`src/rtl/latch_arbiter.sv`:
```
// Round-robin arbiter that shares one held W-bit register between N requesters.
// Define LATCH_ARB_PRIO0_EN to give requester 0 fixed top priority in IDLE.
module latch_arbiter #(
  parameter int unsigned N        = 4,
  parameter int unsigned W        = 8,
  parameter int unsigned HOLD_MAX = 16
) (
  input  logic                                 clk,
  input  logic                                 rst,
  input  logic [N-1:0]                         req,
  input  logic [N-1:0]                         rel,
  input  logic [N*W-1:0]                       d,
  output logic [N-1:0]                         gnt,
  output logic [((N > 1) ? $clog2(N) : 1)-1:0] owner,
  output logic [W-1:0]                         q,
  output logic                                 q_valid,
  output logic                                 busy
);

  localparam int unsigned OW = (N > 1) ? $clog2(N) : 1;
  localparam int unsigned CW = (HOLD_MAX > 0) ? $clog2(HOLD_MAX + 1) : 1;
  localparam logic [N-1:0] OneHot0 = N'(1);

  typedef enum logic [0:0] {StIdle, StOwn} state_e;

  state_e        state;
  logic [OW-1:0] ptr;
  logic [CW-1:0] cnt;

  logic [OW-1:0] sel, sel_hi, sel_lo, ptr_next;
  logic          found_hi;
  logic [W-1:0]  d_own;
  logic          req_own, rel_own, hold_hit, release_own;

  // Two passes: lowest set bit at or above ptr, else lowest set bit overall (wrap).
  always_comb begin
    sel_hi   = '0;
    sel_lo   = '0;
    found_hi = 1'b0;
    for (int j = N - 1; j >= 0; j--) begin
      if (req[j]) begin
        sel_lo = OW'(j);
        if (OW'(j) >= ptr) begin
          sel_hi   = OW'(j);
          found_hi = 1'b1;
        end
      end
    end
    sel = found_hi ? sel_hi : sel_lo;
`ifdef LATCH_ARB_PRIO0_EN
    if (req[0]) sel = '0;
`endif
  end

  always_comb begin
    d_own   = '0;
    req_own = 1'b0;
    rel_own = 1'b0;
    for (int j = 0; j < N; j++) begin
      if (owner == OW'(j)) begin
        d_own   = d[j*W +: W];
        req_own = req[j];
        rel_own = rel[j];
      end
    end
  end

  assign hold_hit    = (HOLD_MAX != 0) && (cnt == CW'(HOLD_MAX));
  assign release_own = rel_own || !req_own || hold_hit;
  assign ptr_next    = (owner == OW'(N - 1)) ? '0 : owner + 1'b1;

  always_ff @(posedge clk) begin
    if (rst) begin
      state   <= StIdle;
      gnt     <= '0;
      owner   <= '0;
      q       <= '0;
      q_valid <= 1'b0;
      busy    <= 1'b0;
      ptr     <= '0;
      cnt     <= '0;
    end else begin
      unique case (state)
        StIdle: begin
          if (|req) begin
            state <= StOwn;
            gnt   <= OneHot0 << sel;
            owner <= sel;
            busy  <= 1'b1;
            cnt   <= CW'(1);
          end
        end
        StOwn: begin
          if (release_own) begin
            // q is not loaded on the release edge, so it freezes at the prior value.
            state <= StIdle;
            gnt   <= '0;
            busy  <= 1'b0;
            ptr   <= ptr_next;
            cnt   <= '0;
          end else begin
            q       <= d_own;
            q_valid <= 1'b1;
            if (HOLD_MAX != 0 && cnt != CW'(HOLD_MAX)) cnt <= cnt + 1'b1;
          end
        end
        default: state <= StIdle;
      endcase
    end
  end

endmodule

```
`config.mk`:
```
export PLATFORM = sky130hd
export DESIGN_NAME = latch_arbiter
export DESIGN_NICKNAME = d
export VERILOG_FILES = /design/src/rtl/latch_arbiter.sv
export SDC_FILE = /design/constraint.sdc
export NUM_CORES = 1
export LEC_CHECK = 0
export CORE_UTILIZATION = 30
export CTS_BUF_LIST = sky130_fd_sc_hd__clkbuf_16
export CTS_CLUSTER_SIZE = 24
export DETAILED_ROUTE_END_ITERATION = 8
export HOLD_SLACK_MARGIN = 0.02
export MAX_ROUTING_LAYER = met4
export PLACE_DENSITY = 0.62
export REMOVE_ABC_BUFFERS = 1
export SYNTH_ARGS = -nofsm -noshare
export SYNTH_HDL_FRONTEND = slang
export SYNTH_SLANG_ARGS = --single-unit
```
`constraint.sdc`:
```
create_clock -name clk -period 4.2 [get_ports clk]
set_input_delay 0.42 -clock clk [delete_from_list [all_inputs] [get_ports clk]]
set_output_delay 0.42 -clock clk [all_outputs]
set_load 0.05 [all_outputs]
```
==> flow_metrics.tcl <==
set metrics [dict create \
    status "completed" \
    slew_violations 0 \
    numPortBuffers 57 \
    async_reset_ff_share_pct 0 \
    antenna_found_initial 0 \
    grt_max_degree 28 \
    antenna_left 0 \
    worst_hold_startpoint "q_valid" \
    worstMarginPinSlew_ps 975 \
    tns_ps 0 \
    yosys_warnings 0 \
    grt_pass1_vias 1323 \
    dieArea_um2 4860 \
    setup_viol 0 \
    ctsHoldBuffers 0 \
    dieWidth_um 69.7 \
    ys_ff_latch 24 \
    hold_violations 0 \
    syn-mean-instance-area_um2 8.18 \
    viasPerCell 5.09 \
    insertion_delay_ps 260 \
    cts_buffer_depth 2 \
    start_util_pct 31.4 \
    drv_cap 0 \
    cp-end-kind "register" \
    wl_per_cell_um 14.5 \
    ys.flop_type "dfxtp_1" \
    synth_area_um2 1380 \
    cts_sinks 24 \
    drive_above_1_share_pct 3.23 \
    grt_usage_pct 17.1 \
    io_pins 58 \
    slew-limit-headroom_pct 34.8 \
    cts_buffers 3 \
    yosysTopAreaCellShare_pct 34.9 \
    drt_wl_total_um 3900 \
    rsz0062_at_grt "no" \
    final_cells 269 \
    rr_startpoint "owner[0]" \
    cp_cell_sequence "ha_1 > a31oi_1 > a221o_1 > and2_1 > nor4_2" \
    p_leak_uw 0.000719 \
    ir_drop_mv 0.155 \
    yosysUniqueCellTypes 37 \
    cts_tree "done" \
    arrival_ps 2450 \
    placed_cells 265 \
    nNetsFinal 266 \
    cts_resized 0 \
    cp_slowest_cell "ha_1" \
    skew_ps 2.66 \
    route.detailed.drc 0 \
    seq_area_frac_synth_pct 34.9 \
    routabilityCongestion 0.826 \
    drtIter0Drc 43 \
    startpoint "owner[0]" \
    area_delta_synth_final_pct 50.0 \
    cp.required_ps 4370 \
    place_hpwl_um 2890 \
    netlist_instances 168 \
    period_share_pct 54.3 \
    max_stage_delay_ps 640 \
    critPathBufInv 0 \
    power_density_nw_per_um2 368 \
    dr_total_vias 1370 \
    netlist_top_cells_area "dfxtp_1, a211oi_1, ha_1, a221oi_1, a21oi_1" \
    max_freq_ghz 0.439 \
    start_kind "register" \
    min_path_type "register to register" \
    coreArea_um2 4380 \
    critPathKind "register to register" \
    synth_edf_count 0 \
    die-height_um 69.7 \
    postCtsSetupRepairBufs 0 \
    dr.pass1.iters 4 \
    rows 24 \
    yosys.area.top_type "dfxtp_1" \
    cp_max_fo 20 \
    antennaDiodeCount 0 \
    cts_max_level 1 \
    cts_root_buf "clkbuf_16" \
    clkTransAtPathRegs_ps 60 \
    path_delay_family "adder cells" \
    timing.final.crit_period_ps 2280 \
    grt_pass1_wl_um 6420 \
    grt.overflow.total 0 \
]
worst min-delay path, cell delays in order (launching register included):
cell     delay, ps
dfxtp_1        330
nor2_1          50
nor2_1          70
layer usage:
layer  vias up  GRT usage, %  part of all wire, %
met1       588          22.5                   49
met3         7          4.51                   10
met4         0          8.00                  2.0
li1        714             -                    -
met5         -             -                    0
met2        61          24.4                   39
Yosys cell counts (2+ instances only):
cell / number
nor2b_1: 9
o21a_1: 2
and2_1: 2
xor2_1: 2
dfxtp_1: 24
nand3b_1: 7
a21oi_1: 13
nor3_1: 12
nand4_1: 2
nor2_1: 16
nor4_2: 2
o22ai_1: 5
a221oi_1: 8
ha_1: 6
a31oi_1: 2
a211oi_1: 10
clkbuf_1: 10
nand2b_1: 4
inv_1: 7
nand2_1: 8
cells in the final DEF, fill, tap and decap left out, drive strengths merged:
cell | Yosys | final
clkdlybuf4s50 | 0 | 57
dfxtp | 24 | 24
nor2 | 16 | 16
a21oi | 13 | 13
nor3 | 12 | 12
a211oi | 10 | 10
nor2b | 9 | 9
nand2 | 8 | 8
a221oi | 8 | 8
inv | 7 | 7
nand3b | 7 | 7
ha | 6 | 6
o22ai | 5 | 5
nand2b | 4 | 4
clkbuf | 10 | 3
nor4 | 3 | 3
nand4 | 2 | 2
xor2 | 2 | 2
a31oi | 2 | 2
and2 | 2 | 2
o21a | 2 | 2
nand4bb | 1 | 1
a21o | 1 | 1
nor4bb | 1 | 1
a221o | 1 | 1
a21boi | 1 | 1
a22oi | 1 | 1
o22a | 1 | 1
mux2i | 1 | 1
or2 | 1 | 1
nand4b | 1 | 1
o21ai | 1 | 1
nand3 | 1 | 1
o31ai | 1 | 1
bufinv | 0 | 1
buf | 3 | 1
per-stage QoR:
stage	area, µm²	utilization [%]	hold slack [ps]	power (µW)	setup slack (ps)
global route	2060	47.0	528	796	1720
CTS	2060	47.0	489	768	1910
detailed placement	1960	44.6	473	488	1850
floorplan	1310	-	480	393	1620
finish	2060	47.0	479	758	1920
global placement	1960	44.6	472	488	1880
state kept, by name, summed over array words and instances, names as in the netlist:
signal	flops
owner	2
gnt	4
state	1
q_valid	1
cnt	5
ptr	2
q	8
busy	1
layout make-up:
| cell class | count | area (µm²) |
|---|---|---|
| Clock inverter | 1 | 30.0 |
| Clock buffer | 3 | 75.1 |
| Sequential cell | 24 | 480 |
| Fill cell | 473 | 2320 |
| Inverter | 7 | 26.3 |
| Tap cell | 52 | 65.1 |
| Multi-Input combinational cell | 124 | 807 |
| Timing Repair Buffer | 58 | 578 |
path summary, 6_finish.rpt:
kind | cells past startpoint | to | slack, ps
worst max-delay path | 5 | cnt[4] | 1920
worst min-delay path | 2 | q_valid | 480
worst max register to register | 5 | cnt[4] | 1920
worst min register to register | 2 | q_valid | 480
where the power goes:
group          internal, µW  total (µW)  switching, µW
logic                  99.7         224            125
registers               245         258           13.4
clock network           190         275           85.7
cell families after synthesis:
family	synth area share, %
buffers and inverters	6.37
and+or+nand+nor	27.8
xor gates and xnor gates	1.27
adders and majority gates	5.46
AOI/OAI and AO/OA	23.5
muxes	0.728
DFF	34.9
Power figures use the tool's default switching activity.
